$ cat src/rtl/vga_pkg.sv
// ============================================================================
//  vga_pkg : shared VGA frame-buffer types, defaults and scan-out timing
//  Rev 1.0 : initial release
// ============================================================================
`default_nettype none

package vga_pkg;

  localparam int C_H_RES_DEF = 320;
  localparam int C_V_RES_DEF = 240;

  // 640x480@60 scan-out timing, consumed by the reader side of the buffer
  localparam int C_VGA_H_VISIBLE = 640;
  localparam int C_VGA_H_FRONT   = 16;
  localparam int C_VGA_H_SYNC    = 96;
  localparam int C_VGA_H_BACK    = 48;
  localparam int C_VGA_V_VISIBLE = 480;
  localparam int C_VGA_V_FRONT   = 10;
  localparam int C_VGA_V_SYNC    = 2;
  localparam int C_VGA_V_BACK    = 33;

  typedef struct packed {
    logic [4:0] r;
    logic [5:0] g;
    logic [4:0] b;
  } rgb565_t;

  typedef enum logic [0:0] {
    IDLE   = 1'b0,
    ACTIVE = 1'b1
  } fw_state_t;

  function automatic logic [31:0] pack_pair(input rgb565_t odd_pix, input rgb565_t even_pix);
    return {odd_pix, even_pix};
  endfunction

endpackage

`default_nettype wire

$ cat src/rtl/vga_pix_packer.sv
// ============================================================================
//  vga_pix_packer : holds the even pixel and emits a registered 32-bit write
//  Rev 1.0 : initial release
// ============================================================================
`default_nettype none

module vga_pix_packer
  import vga_pkg::*;
(
  input  logic        clk,
  input  logic        reset,
  input  logic        i_lo_we,
  input  logic        i_wr,
  input  rgb565_t     i_pix,
  input  logic [31:0] i_addr,
  output logic [31:0] o_addr,
  output logic [31:0] o_data,
  output logic [3:0]  o_we,
  output logic        o_en
);

  rgb565_t     r_lo;
  logic [31:0] r_addr;
  logic [31:0] r_data;
  logic [3:0]  r_we;
  logic        r_en;

  always_ff @(posedge clk or negedge reset) begin
    if (!reset) begin
      r_lo   <= '0;
      r_addr <= '0;
      r_data <= '0;
      r_we   <= 4'h0;
      r_en   <= 1'b0;
    end else begin
      if (i_lo_we) r_lo <= i_pix;
      r_we <= i_wr ? 4'hF : 4'h0;
      r_en <= i_wr;
      // address/data hold their last value between write slots
      if (i_wr) begin
        r_addr <= i_addr;
        r_data <= pack_pair(i_pix, r_lo);
      end
    end
  end

  assign o_addr = r_addr;
  assign o_data = r_data;
  assign o_we   = r_we;
  assign o_en   = r_en;

endmodule

`default_nettype wire

$ cat src/rtl/vga_frame_writer.sv
// ============================================================================
//  vga_frame_writer : RGB565 stream -> packed 32-bit frame-buffer BRAM writes
//  Optional: VGA_FRAME_WRITER_STATS_EN adds frame_cnt / err_cnt outputs
//  Rev 1.0 : initial release
// ============================================================================
`default_nettype none

module vga_frame_writer
  import vga_pkg::*;
#(
  parameter int          H_RES     = C_H_RES_DEF,
  parameter int          V_RES     = C_V_RES_DEF,
  parameter logic [31:0] BASE_ADDR = 32'h0000_0000
)
(
  input  logic        clk,
  input  logic        reset,
  input  logic [15:0] s_tdata,
  input  logic        s_tvalid,
  output logic        s_tready,
  input  logic        s_tuser,
  input  logic        s_tlast,
  output logic [31:0] bram_addr,
  output logic [31:0] bram_dout,
  output logic [3:0]  bram_we,
  output logic        bram_en,
  output logic        frame_done,
  output logic        sync_err
`ifdef VGA_FRAME_WRITER_STATS_EN
  ,
  output logic [15:0] frame_cnt,
  output logic [15:0] err_cnt
`endif
);

  localparam int              X_W       = $clog2(H_RES);
  localparam int              Y_W       = $clog2(V_RES);
  localparam logic [X_W-1:0]  X_LAST    = X_W'(H_RES - 1);
  localparam logic [Y_W-1:0]  Y_LAST    = Y_W'(V_RES - 1);
  localparam logic [31:0]     ADDR_LAST = BASE_ADDR + 32'(H_RES * V_RES * 2 - 4);

  fw_state_t      r_state;
  logic [X_W-1:0] r_x;
  logic [Y_W-1:0] r_y;
  logic [31:0]    r_addr;
  logic           r_ready;
  logic           r_done;
  logic           r_err;

  logic w_hs;
  logic w_x_last;
  logic w_y_last;
  logic w_len_err;
  logic w_normal;
  logic w_lo_we;
  logic w_wr;

  assign w_hs     = s_tvalid & r_ready;
  assign w_x_last = (r_x == X_LAST);
  assign w_y_last = (r_y == Y_LAST);
  // tuser together with tlast is always a line-length violation
  assign w_len_err = (s_tlast != w_x_last) | (s_tuser & s_tlast);
  assign w_normal  = (r_state == ACTIVE) & w_hs & ~w_len_err & ~s_tuser;

  assign w_lo_we = (w_hs & s_tuser & ~s_tlast & ((r_state == IDLE) | ~w_len_err))
                 | (w_normal & ~r_x[0]);
  assign w_wr    = w_normal & r_x[0];

  always_ff @(posedge clk or negedge reset) begin
    if (!reset) begin
      r_state <= IDLE;
      r_x     <= '0;
      r_y     <= '0;
      r_addr  <= BASE_ADDR;
      r_ready <= 1'b0;
      r_done  <= 1'b0;
      r_err   <= 1'b0;
    end else begin
      r_ready <= 1'b1;
      r_done  <= 1'b0;
      r_err   <= 1'b0;
      case (r_state)
        IDLE: begin
          if (w_hs && s_tuser) begin
            if (s_tlast) begin
              r_err <= 1'b1;
            end else begin
              r_state <= ACTIVE;
              r_x     <= X_W'(1);
              r_y     <= '0;
              r_addr  <= BASE_ADDR;
            end
          end
        end
        ACTIVE: begin
          if (w_hs) begin
            if (w_len_err) begin
              r_err   <= 1'b1;
              r_state <= IDLE;
            end else if (s_tuser) begin
              // restart: this pixel becomes (0,0)
              r_err  <= (r_x != '0) || (r_y != '0);
              r_x    <= X_W'(1);
              r_y    <= '0;
              r_addr <= BASE_ADDR;
            end else begin
              if (r_x[0]) r_addr <= (r_addr == ADDR_LAST) ? BASE_ADDR : r_addr + 32'd4;
              if (w_x_last) begin
                r_x <= '0;
                if (w_y_last) begin
                  r_done  <= 1'b1;
                  r_state <= IDLE;
                end else begin
                  r_y <= r_y + Y_W'(1);
                end
              end else begin
                r_x <= r_x + X_W'(1);
              end
            end
          end
        end
        default: r_state <= IDLE;
      endcase
    end
  end

  vga_pix_packer u_packer (
    .clk     (clk),
    .reset   (reset),
    .i_lo_we (w_lo_we),
    .i_wr    (w_wr),
    .i_pix   (rgb565_t'(s_tdata)),
    .i_addr  (r_addr),
    .o_addr  (bram_addr),
    .o_data  (bram_dout),
    .o_we    (bram_we),
    .o_en    (bram_en)
  );

  assign s_tready   = r_ready;
  assign frame_done = r_done;
  assign sync_err   = r_err;

`ifdef VGA_FRAME_WRITER_STATS_EN
  logic [15:0] r_frame_cnt;
  logic [15:0] r_err_cnt;

  always_ff @(posedge clk or negedge reset) begin
    if (!reset) begin
      r_frame_cnt <= '0;
      r_err_cnt   <= '0;
    end else begin
      if (r_done) r_frame_cnt <= r_frame_cnt + 16'd1;
      if (r_err)  r_err_cnt   <= r_err_cnt + 16'd1;
    end
  end

  assign frame_cnt = r_frame_cnt;
  assign err_cnt   = r_err_cnt;
`endif

endmodule

`default_nettype wire

$ cat config.mk
export PLATFORM = sky130hd
export DESIGN_NAME = vga_frame_writer
export DESIGN_NICKNAME = d
export VERILOG_FILES = /design/src/rtl/vga_pkg.sv /design/src/rtl/vga_pix_packer.sv /design/src/rtl/vga_frame_writer.sv
export SDC_FILE = /design/constraint.sdc
export NUM_CORES = 1
export LEC_CHECK = 0
export ABC_AREA = 1
export CORE_ASPECT_RATIO = 1.1
export CORE_MARGIN = 4
export CORE_UTILIZATION = 50
export DETAILED_ROUTE_END_ITERATION = 8
export HOLD_SLACK_MARGIN = 0.03
export PLACE_DENSITY = 0.85
export SYNTH_ARGS = -nofsm -noshare
export SYNTH_HDL_FRONTEND = slang
export SYNTH_HIERARCHICAL = 1
export SYNTH_SLANG_ARGS = --single-unit
$ cat constraint.sdc
create_clock -name clk -period 5.79 [get_ports clk]
set_input_delay 1.4475 -clock clk [delete_from_list [all_inputs] [get_ports clk]]
set_output_delay 1.4475 -clock clk [all_outputs]
set_load 0.01 [all_outputs]
==> metrics.md, run 1 <==
| Metric | Value |
|---|---|
| DIE HEIGHT | `128.8 microns` |
| Area after DPL | `7591 sq um` |
| Via count | `5,805` |
| ANT cells | `0` |
| HPWL after DPL | `10,530 microns` |
| Worst slew pin tran | `910.4 ps` |
| Total congestion overflow | `0` |
| Post-synth cell types | `30` |
| Die W | `roughly 120 microns` |
| Inserted Clock Buffers | `17` |
| Initial DRC Count | `between 500 and 600` |
| Max_cap viols | `0` |
| Final-report hold violation count | `0` |
| Antenna-violating nets left | `0` |
| DRT Pass-1 Iters | `5` |
| First-pass GRT wire length | `25,720 microns` |
| Max Freq | `between 0.2 and 0.3 GHz` |
| Io pins | `93` |
| # setup viols final | `0` |
| Core area | `12,800 sq um` |
| Status | `finished clean` |
| Average cell area after synthesis | `7.371 sq um` |
| FP Rows | `43` |
| HP Class | `reg -> reg` |
| Synth warn | `6` |
| Routed wire per std cell | `13.16 microns` |
| Port bufs | `between 90 and 100` |
| Worst-path clk slew | `60 ps` |
| Final nets | `1,015` |
| Clock sinks | `about 130` |
| Unrepaired setup endpoints after global routing | `no` |
| Fill cells | `approximately 1,100` |
| Critical path required time | `6140 ps` |
| Fin Clk Skew | `roughly 7.5 ps` |
| Final instance area | `just over 8000 sq um` |
| # hold bufs at CTS | `0` |
| DRC | `0` |
| Layout area overhead | `23.54%` |
| Post-synthesis sequential area ratio | `approximately half` |
| Period minus WS final | `between 3000 and 4000 ps` |
| Max Slew Vio Count | `0` |
| CTS tree | `built` |
| Place WS | `2017 ps` |
| Final hold slack | `466.8 ps` |
| Type of origin of the critical path | `input port` |
| Post-synth EDFFs | `0` |
| Pwr Density | `356.7 nW/um^2` |
| Synth Flop Type | `dfrtp_1` |
| Synthesized instance count | `900` |
| Bufs on Longest Clock Path | `2` |
| Post_cts resized | `0` |
| Relative slew margins | `39.31%` |
| Pin count of the biggest net entering global routing | `74` |
| Worst Path Arrival | `about 3700 ps` |
| Pleak | `4.145 nW` |
| Die Area | `about 15,000 sq um` |
| Initial Utilization | `51.81%` |
| Critical Path Sink Type | `flop` |
| Vias in the first global route | `around 5,400` |
| Fin crit share | `58.16%` |
| CTS HTree Levels | `4` |
| Setup CP Type | `in -> reg` |
| Total track usage | `20.54%` |
| Final worst slack | `2422 ps` |
| Synthesized cell area | `6634 sq um` |
| Routed WL | `roughly 15,000 microns` |
| Asr flop ratio synth | `100.0%` |
| Max Fanout on Critical Path | `33` |
| Final Util | `64.00%` |
| Synth Register Bits | `approximately 130` |
| Clock Latency Late Sink | `between 400 and 500 ps` |
| TNS Setup | `0 ps` |
| Placer Congestion | `0.9484` |
| Post-CTS Setup Bufs | `0` |
| Fraction of layout cells with a size suffix above 1 | `about 5.5%` |
| Initial antenna violation count | `0` |
| Via density | `5.013` |
| CTS root buf | `clkbuf_16` |
| Peak supply drop | `0.1524 mV` |
[layer usage]
metal	vias to the layer above	GRT usage (%)	routed length, microns	share of wire [%]
li1	2936	-	-	-
met2	164	33.29	7097	47
met1	2680	27.25	7073	46
met5	-	0	0	0
met4	0	7.241	263	1.7
met3	25	5.055	808	5.3
[final cells by class]
cell class | count | area (sq um) | area share, %
Clock inverter | 14 | 175.2 | 2.137
Clock buffer | 18 | 429.2 | 5.237
Inverter | 60 | 225.2 | 2.748
Multi-Input combinational cell | 680 | 2910 | 35.51
Sequential cell | 132 | 3303 | 40.31
Tap cell | 157 | 196.4 | 2.397
Timing Repair Buffer | 97 | 955.9 | 11.66
[metrics by stage]
stage	total power, W	cells
floorplan	0.001509	901
global placement	0.001817	1126
detailed placement	0.001844	1126
CTS	0.002949	1158
global route	0.003070	1158
finish	0.002923	1158
[state kept, by name, summed over array words and instances, names as in the netlist]
register / count
r_y: 8
sync_err: 1
r_x: 9
u_packer/o_data: 32
u_packer/o_we: 1
frame_done: 1
u_packer/o_addr: 32
r_addr: 30
s_tready: 1
u_packer/r_lo: 16
r_state: 1
[cells in the mapped netlist (all sizes together) (4+ instances only)]
| library cell | count | area share, % |
|---|---|---|
| nand2 | 467 | 27 |
| dfrtp | 132 | 50 |
| nor2 | 94 | 5.8 |
| inv | 60 | 3.4 |
| nand3 | 40 | 3.3 |
| buf | 29 | 3.1 |
| o21ai | 25 | 1.9 |
| nand4 | 13 | 1.2 |
| xor2 | 13 | 1.7 |
| ha | 6 | 1.1 |
| a21oi | 4 | 0.30 |
| xnor2 | 4 | 0.53 |
[where the power goes]
group / internal (W) / switching (W) / total, W / leakage (nW)
Combinational: 0.000299 / 0.000312 / 0.000611 / 2.07
Sequential: 0.00109 / 0.000124 / 0.00122 / 1.79
Clock: 0.000682 / 0.000414 / 0.00110 / 0.293
Total: 0.00207 / 0.000850 / 0.00292 / 4.15
[cell usage in the layout (no fill, tap or decap), types with 4 or more instances in the layout]
cell type,count
nand3_1,38
nand4_1,13
a21oi_1,4
nor2_4,5
xor2_1,13
ha_1,6
inv_1,53
buf_4,6
clkdlybuf4s50_1,91
inv_2,7
nand2_1,465
o21ai_1,8
nor2_1,88
o21ai_0,16
xnor2_1,4
clkbuf_16,17
dfrtp_1,132
[final timing paths]
| check | start | endpoint | slack (ps) | cells after the start |
|---|---|---|---|---|
| worst max-delay path | s_tuser | u_packer/o_addr[6]$_DFFE_PN0P_ | 2420 | 10 |
| worst min-delay path | u_packer/r_lo[9]$_DFFE_PN0P_ | u_packer/o_data[9]$_DFFE_PN0P_ | 470 | 2 |
| worst max register to register | r_x[0]$_DFFE_PN0P_ | u_packer/o_addr[6]$_DFFE_PN0P_ | 3100 | 12 |
| worst min register to register | u_packer/r_lo[9]$_DFFE_PN0P_ | u_packer/o_data[9]$_DFFE_PN0P_ | 470 | 2 |
| max in group asynchronous | reset | r_y[3]$_DFFE_PN0P_ | 3620 | 2 |
| min in group asynchronous | reset | u_packer/o_data[20]$_DFFE_PN0P_ | 1180 | 1 |
[kinds of logic (layout without fill, tap and decap cells)]
kind of cell             Yosys count  count (layout)  synth area share (%)
other                              2               3                0.1132
adder cells (fa/ha/maj)            6               6                 1.132
XOR/XNOR                          17              17                 2.244
AO/OA/AOI/OAI                     31              31                 2.471
buffers and inverters             89             189                 6.507
flip-flops                       132             132                 49.79
AND/OR/NAND/NOR                  623             623                 37.74
[critical path, cell delays in order]
cell,delay [ps]
clkdlybuf4s50_1,650
nor2_1,90
nand3_1,120
nand2_1,120
nand3_1,160
nor2_4,50
inv_2,460
buf_4,440
nand2_1,100
nand2_1,70
(Power assumes the default switching activity.)
==> run 2: changes to the inputs <==
Settings changed: PLACE_DENSITY 0.85 to 0.88.
Clock period 5.79 ns to 2.7 ns, I/O delays scaled along.
==> metrics.md, run 2 (same netlist as run 1, synthesis figures left out) <==
| Metric | Value |
|---|---|
| Via density | `5.193 (+3.6%)` |
| Switching portion of total power | `29.04% (about the same)` |
| Sw Pwr | `0.001881 W (+120%)` |
| Vias in the first global route | `5,924 (+9.5%)` |
| Post_cts resized | `0 (unchanged)` |
| Core area | `12,800 sq um (unchanged)` |
| Period minus WS final | `2251 ps` |
| ANT cells | `0 (unchanged)` |
| Total congestion overflow | `0 (unchanged)` |
| Max_cap viols | `0 (unchanged)` |
| Routed wire per std cell | `14.24 microns (+8.2%)` |
| Setup CP Type | `reg -> reg` |
| Antenna-violating nets left | `0 (unchanged)` |
| Die Area | `15,180 sq um (unchanged)` |
| Initial Utilization | `51.81% (unchanged)` |
| Fin crit share | `83.39%` |
| Commonest non-fill, non-tap cell in the layout | `nand2_1` |
| Initial antenna violation count | `0 (unchanged)` |
| Finished Layout Cells | `1,169 (+0.95%)` |
| Max Freq | `between 0.4 and 0.5 GHz` |
| Status | `finished clean` |
| Critical Path Sink Type | `flop` |
| DRC | `0 (unchanged)` |
| Max incr delay on CP | `520 ps (-130 ps)` |
| Post-CTS Setup Bufs | `0 (unchanged)` |
| Peak supply drop | `0.4151 mV (+170%)` |
| Critical path buffers and inverters | `1 (-2)` |
| Routed WL | `16,650 microns (+9.2%)` |
| Max stage delay cell, worst path | `dfrtp_1` |
| Io pins | `93 (unchanged)` |
| Bufs on Longest Clock Path | `2 (unchanged)` |
| Max Fanout on Critical Path | `9 (-73%)` |
| Final instance area | `8363 sq um (+2.0%)` |
| # hold bufs at CTS | `0 (unchanged)` |
| Final nets | `1,026 (+1.1%)` |
| Clock Latency Late Sink | `420 ps (about the same)` |
| Pleak | `4.229 nW (+2.0%)` |
| Unrepaired setup endpoints after global routing | `no` |
| Total track usage | `23.08% (+2.5 points)` |
| Combinational share of power | `21.4% (+0.5 points)` |
| Clock Power Share | `38.4% (+0.9 points)` |
| DIE HEIGHT | `128.8 microns (unchanged)` |
| CTS root buf | `clkbuf_16` |
| Reg2Reg Depth | `9 (-3)` |
| Crit path max-delay family | `simple AND/OR/NAND/NOR gates` |
| CTS HTree Levels | `4 (unchanged)` |
| # setup viols final | `0 (unchanged)` |
| Pin count of the biggest net entering global routing | `66 (-11%)` |
| Type of origin of the critical path | `flop` |
| Crit-path cells | `ha_1 > inv_1 > nor2_1 > nand2_1 > nor2_1 > nand3_1 > xor2_1 > nand2_1 > nand2_1` |
| Port bufs | `92 (unchanged)` |
| HPWL after DPL | `11,330 microns (+7.6%)` |
| Reg power frac | `40.2% (-1.4 points)` |
| Worst path depth | `9 (-1)` |
| Via count | `6,071 (+4.6%)` |
| Worst-path clk slew | `60 ps (about the same)` |
| TNS Setup | `0 ps (unchanged)` |
| Most frequent cells in the layout | `465 x nand2_1, 132 x dfrtp_1, 91 x clkdlybuf4s50_1` |
| HP Class | `in -> async` |
| Worst Path Arrival | `2560 ps (-1160 ps)` |
| Placer Congestion | `0.9423 (-0.64%)` |
| Layout area overhead | `26.07%` |
| Clock sinks | `132 (unchanged)` |
| FP Rows | `43 (unchanged)` |
| DRT Pass-1 Iters | `6 (+1)` |
| Final-report hold violation count | `0 (unchanged)` |
| Most frequent CP cell | `nand2_1` |
| Fin Clk Skew | `7.942 ps (+0.4253 ps)` |
| Max Slew Vio Count | `0 (unchanged)` |
| Area after DPL | `7724 sq um (+1.7%)` |
| Pwr Density | `774.3 nW/um^2 (+120%)` |
| Inserted Clock Buffers | `17 (unchanged)` |
| Initial DRC Count | `689 (+21%)` |
| Internal | `0.004595 W (+120%)` |
| CTS tree | `built` |
| Placed cells | `1,137 (+0.98%)` |
| First-pass GRT wire length | `28,590 microns (+11%)` |
| Fraction of layout cells with a size suffix above 1 | `6.621% (+1.1 points)` |
| Critical path required time | `3010 ps (-3130 ps)` |
| Die W | `117.8 microns (unchanged)` |
-- run 2: final timing paths --
check,start,endpoint,slack [ps]
max in group asynchronous,reset,u_packer/o_addr[8]$_DFFE_PN0P_,1730
min in group clk,u_packer/o_data[31]$_DFFE_PN0P_,u_packer/o_data[31]$_DFFE_PN0P_,470
worst min-delay path,reset,u_packer/o_addr[1]$_DFFE_PN0P_,200
worst max-delay path,r_addr[2]$_DFFE_PN0P_,r_addr[30]$_DFFE_PN0P_,450
worst min register to register,u_packer/o_data[31]$_DFFE_PN0P_,u_packer/o_data[31]$_DFFE_PN0P_,470
worst max register to register,r_addr[2]$_DFFE_PN0P_,r_addr[30]$_DFFE_PN0P_,450
-- run 2: cell type report --
class                           count  area, sq um
Timing Repair Buffer              108         1089
Fill cell                        1035         4442
Sequential cell                   132         3303
Clock inverter                     14        200.2
Inverter                           60        225.2
Clock buffer                       18        439.2
Tap cell                          157        196.4
Multi-Input combinational cell    680         2910
-- run 2: worst reg2reg max path: cells and delay by family (launching register included) --
| family | cells | cell delay, ps |
|---|---|---|
| buf+inv | 1 | 80 |
| xor+xnor | 1 | 180 |
| simple gates | 6 | 1070 |
| fa+ha+maj | 1 | 310 |
| flops | 1 | 520 |
-- run 2: through the flow --
step | power (W) | util, % | hold WS (ps) | worst slack (ps)
2_1_floorplan | 0.003235 | - | 379.4 | 841.8
3_3_place_gp | 0.003946 | 60.32 | 452.5 | 197.4
3_5_place_dp | 0.004008 | 60.32 | 456.1 | 141.1
4_1_cts | 0.006496 | 65.31 | 213.5 | 471.6
5_1_grt | 0.006774 | 65.31 | 222.6 | 287.3
6_report | 0.006476 | 65.31 | 198.3 | 448.6
-- run 2: layer usage --
layer	up-vias	GRT usage (%)	wire, microns
met5	-	0	0
met4	0	7.172	342
met3	34	5.319	865
met2	229	38.60	7981
met1	2847	30.24	7458
li1	2961	-	-
-- run 2: power by group through the flow --
stage	combinational [W]	sequential, W	clock, W
floorplan	0.000542	0.00269	0
global placement	0.00134	0.00261	0
detailed placement	0.00138	0.00263	0
CTS	0.00140	0.00260	0.00250
global route	0.00153	0.00265	0.00259
finish	0.00139	0.00260	0.00249
==> run 3: changes to the inputs <==
Settings changed: PLACE_DENSITY 0.88 to 0.85.
Clock period 2.7 ns to 2.3 ns, I/O delays scaled along.
==> metrics.md, run 3 (same netlist as run 1, synthesis figures left out) <==
| Metric | Value |
|---|---|
| Status | `finished clean` |
| Fin crit share | `88.78% (+5.4 points)` |
| Area after DPL | `7851 sq um (+1.7%)` |
| Core area | `12,800 sq um (unchanged)` |
| Final worst slack | `258.1 ps (-190.5 ps)` |
| Max Fanout on Critical Path | `26 (+17)` |
| Fill cells | `1,053 (+1.7%)` |
| DRC | `0 (unchanged)` |
| Layout area overhead | `26.82%` |
| Critical Path Sink Type | `flop` |
| Total congestion overflow | `0 (unchanged)` |
| Routed WL | `15,860 microns (-4.7%)` |
| Inserted Clock Buffers | `17 (unchanged)` |
| HPWL after DPL | `11,250 microns (-0.69%)` |
| Type of origin of the critical path | `flop` |
| Max_cap viols | `0 (unchanged)` |
| Port bufs | `92 (unchanged)` |
| Place WS | `-48.51 ps (-189.6 ps)` |
| Final instance area | `8413 sq um (+0.60%)` |
| Clock sinks | `132 (unchanged)` |
| Bufs on Longest Clock Path | `2 (unchanged)` |
| Via density | `5.043 (-2.9%)` |
| HP Class | `in -> async` |
| Antenna-violating nets left | `0 (unchanged)` |
| DIE HEIGHT | `128.8 microns (unchanged)` |
| CTS HTree Levels | `4 (unchanged)` |
| DRT Pass-1 Iters | `6 (unchanged)` |
| Met2 Usage GRT | `35.49% (-3.1 points)` |
| Initial Utilization | `51.81% (unchanged)` |
| Clock Latency Late Sink | `420 ps (about the same)` |
| Post_cts resized | `0 (unchanged)` |
| FP Rows | `43 (unchanged)` |
| GR met3 Demand/Resource | `5.011% (-0.31 points)` |
| Most frequent cells in the layout | `465 x nand2_1, 132 x dfrtp_1, 91 x clkdlybuf4s50_1` |
| Placed cells | `1,154 (+1.5%)` |
| Fraction of layout cells with a size suffix above 1 | `8.163% (+1.5 points)` |
| Final Util | `65.70% (+0.39 points)` |
| GR peak layer | `met2` |
| Via count | `5,981 (-1.5%)` |
| Die W | `117.8 microns (unchanged)` |
| Setup CP Type | `reg -> reg` |
| Post-CTS Setup Bufs | `0 (unchanged)` |
| Vias in the first global route | `5,627 (-5.0%)` |
| Unrepaired setup endpoints after global routing | `no` |
| Pin count of the biggest net entering global routing | `56 (-15%)` |
| Initial antenna violation count | `0 (unchanged)` |
| Pwr Density | `866.9 nW/um^2 (+12%)` |
| CTS root buf | `clkbuf_16` |
| Peak supply drop | `0.5158 mV (+24%)` |
| Relative slew margins | `65.15%` |
| # setup viols final | `0 (unchanged)` |
| Worst-path clk slew | `70 ps (about the same)` |
| Worst slew pin tran | `522.7 ps` |
| Placer Congestion | `0.9753 (+3.5%)` |
| Io pins | `93 (unchanged)` |
| Initial DRC Count | `582 (-16%)` |
| Die Area | `15,180 sq um (unchanged)` |
| Final-report hold violation count | `0 (unchanged)` |
| Finished Layout Cells | `1,186 (+1.5%)` |
| Fin Clk Skew | `8.609 ps (+0.6667 ps)` |
| Max Freq | `0.4897 GHz (+10%)` |
| Final nets | `1,043 (+1.7%)` |
| Worst Path Arrival | `2400 ps (-160 ps)` |
| ANT cells | `0 (unchanged)` |
| CTS tree | `built` |
| First-pass GRT wire length | `26,990 microns (-5.6%)` |
| Max Slew Vio Count | `0 (unchanged)` |
| Commonest non-fill, non-tap cell in the layout | `nand2_1` |
| Routed wire per std cell | `13.38 microns (-6.1%)` |
| Total track usage | `21.84% (-1.2 points)` |
| Period minus WS final | `2042 ps (-209.5 ps)` |
| Critical path required time | `2660 ps (-350 ps)` |
| Pleak | `4.275 nW (+1.1%)` |
| Power Total | `0.007293 W (+13%)` |
| # hold bufs at CTS | `0 (unchanged)` |
| Met1 usage | `29.12% (-1.1 points)` |
==> run 3: path summary, 6_finish.rpt <==
| path | startpoint | endpoint | slack, ps | cells after the start |
|---|---|---|---|---|
| hold reg to reg | u_packer/o_addr[12]$_DFFE_PN0P_ | u_packer/o_addr[12]$_DFFE_PN0P_ | 470 | 2 |
| setup reg to reg | r_x[1]$_DFFE_PN0P_ | u_packer/o_data[7]$_DFFE_PN0P_ | 260 | 11 |
| min in group clk | u_packer/o_addr[12]$_DFFE_PN0P_ | u_packer/o_addr[12]$_DFFE_PN0P_ | 470 | 2 |
| hold / removal | reset | u_packer/o_we[2]$_DFF_PN0_ | 120 | 1 |
| setup / recovery | r_x[1]$_DFFE_PN0P_ | u_packer/o_data[7]$_DFFE_PN0P_ | 260 | 11 |
| max in group asynchronous | reset | u_packer/o_data[1]$_DFFE_PN0P_ | 1510 | 2 |
==> run 3: power breakdown <==
group	internal, W	total [W]	switching (W)
Sequential	0.00275	0.00303	0.000283
Combinational	0.000823	0.00167	0.000849
Clock	0.00143	0.00259	0.00116
Total	0.00500	0.00729	0.00229
==> run 3: final cells by class <==
class | instances | area (sq um) | share of cell area (%)
sequential | 132 | 3303 | 39.26
tap | 157 | 196.4 | 2.335
timing repair buffer | 125 | 1216 | 14.46
clock buffer | 17 | 425.4 | 5.057
clock inverter | 15 | 136.4 | 1.621
multi-input combinational | 680 | 2910 | 34.59
inverter | 60 | 225.2 | 2.677
==> run 3: worst max-delay path, stage by stage, from the launching register on <==
cell,delay [ps]
dfrtp_1,410
ha_1,200
nand2_1,190
nor2_4,80
nand2_2,80
nand2_1,80
nand2_1,90
nand3_1,150
nor2_4,200
buf_4,310
nand2_1,110
nand2_1,80
==> run 3: metrics by stage <==
| stage | hold slack [ps] | TNS (ps) |
|---|---|---|
| 2_1_floorplan | 279.4 | 0 |
| 3_3_place_gp | 452.5 | 0 |
| 3_5_place_dp | 456.9 | -2129 |
| 4_1_cts | 131.1 | 0 |
| 5_1_grt | 152.8 | 0 |
| 6_report | 122.6 | 0 |
==> run 3: layer usage <==
layer  wire length [microns]  vias up
met5                       0        -
met4                     249        0
met3                     853       25
met2                    7543      194
met1                    7217     2771
li1                        -     2991
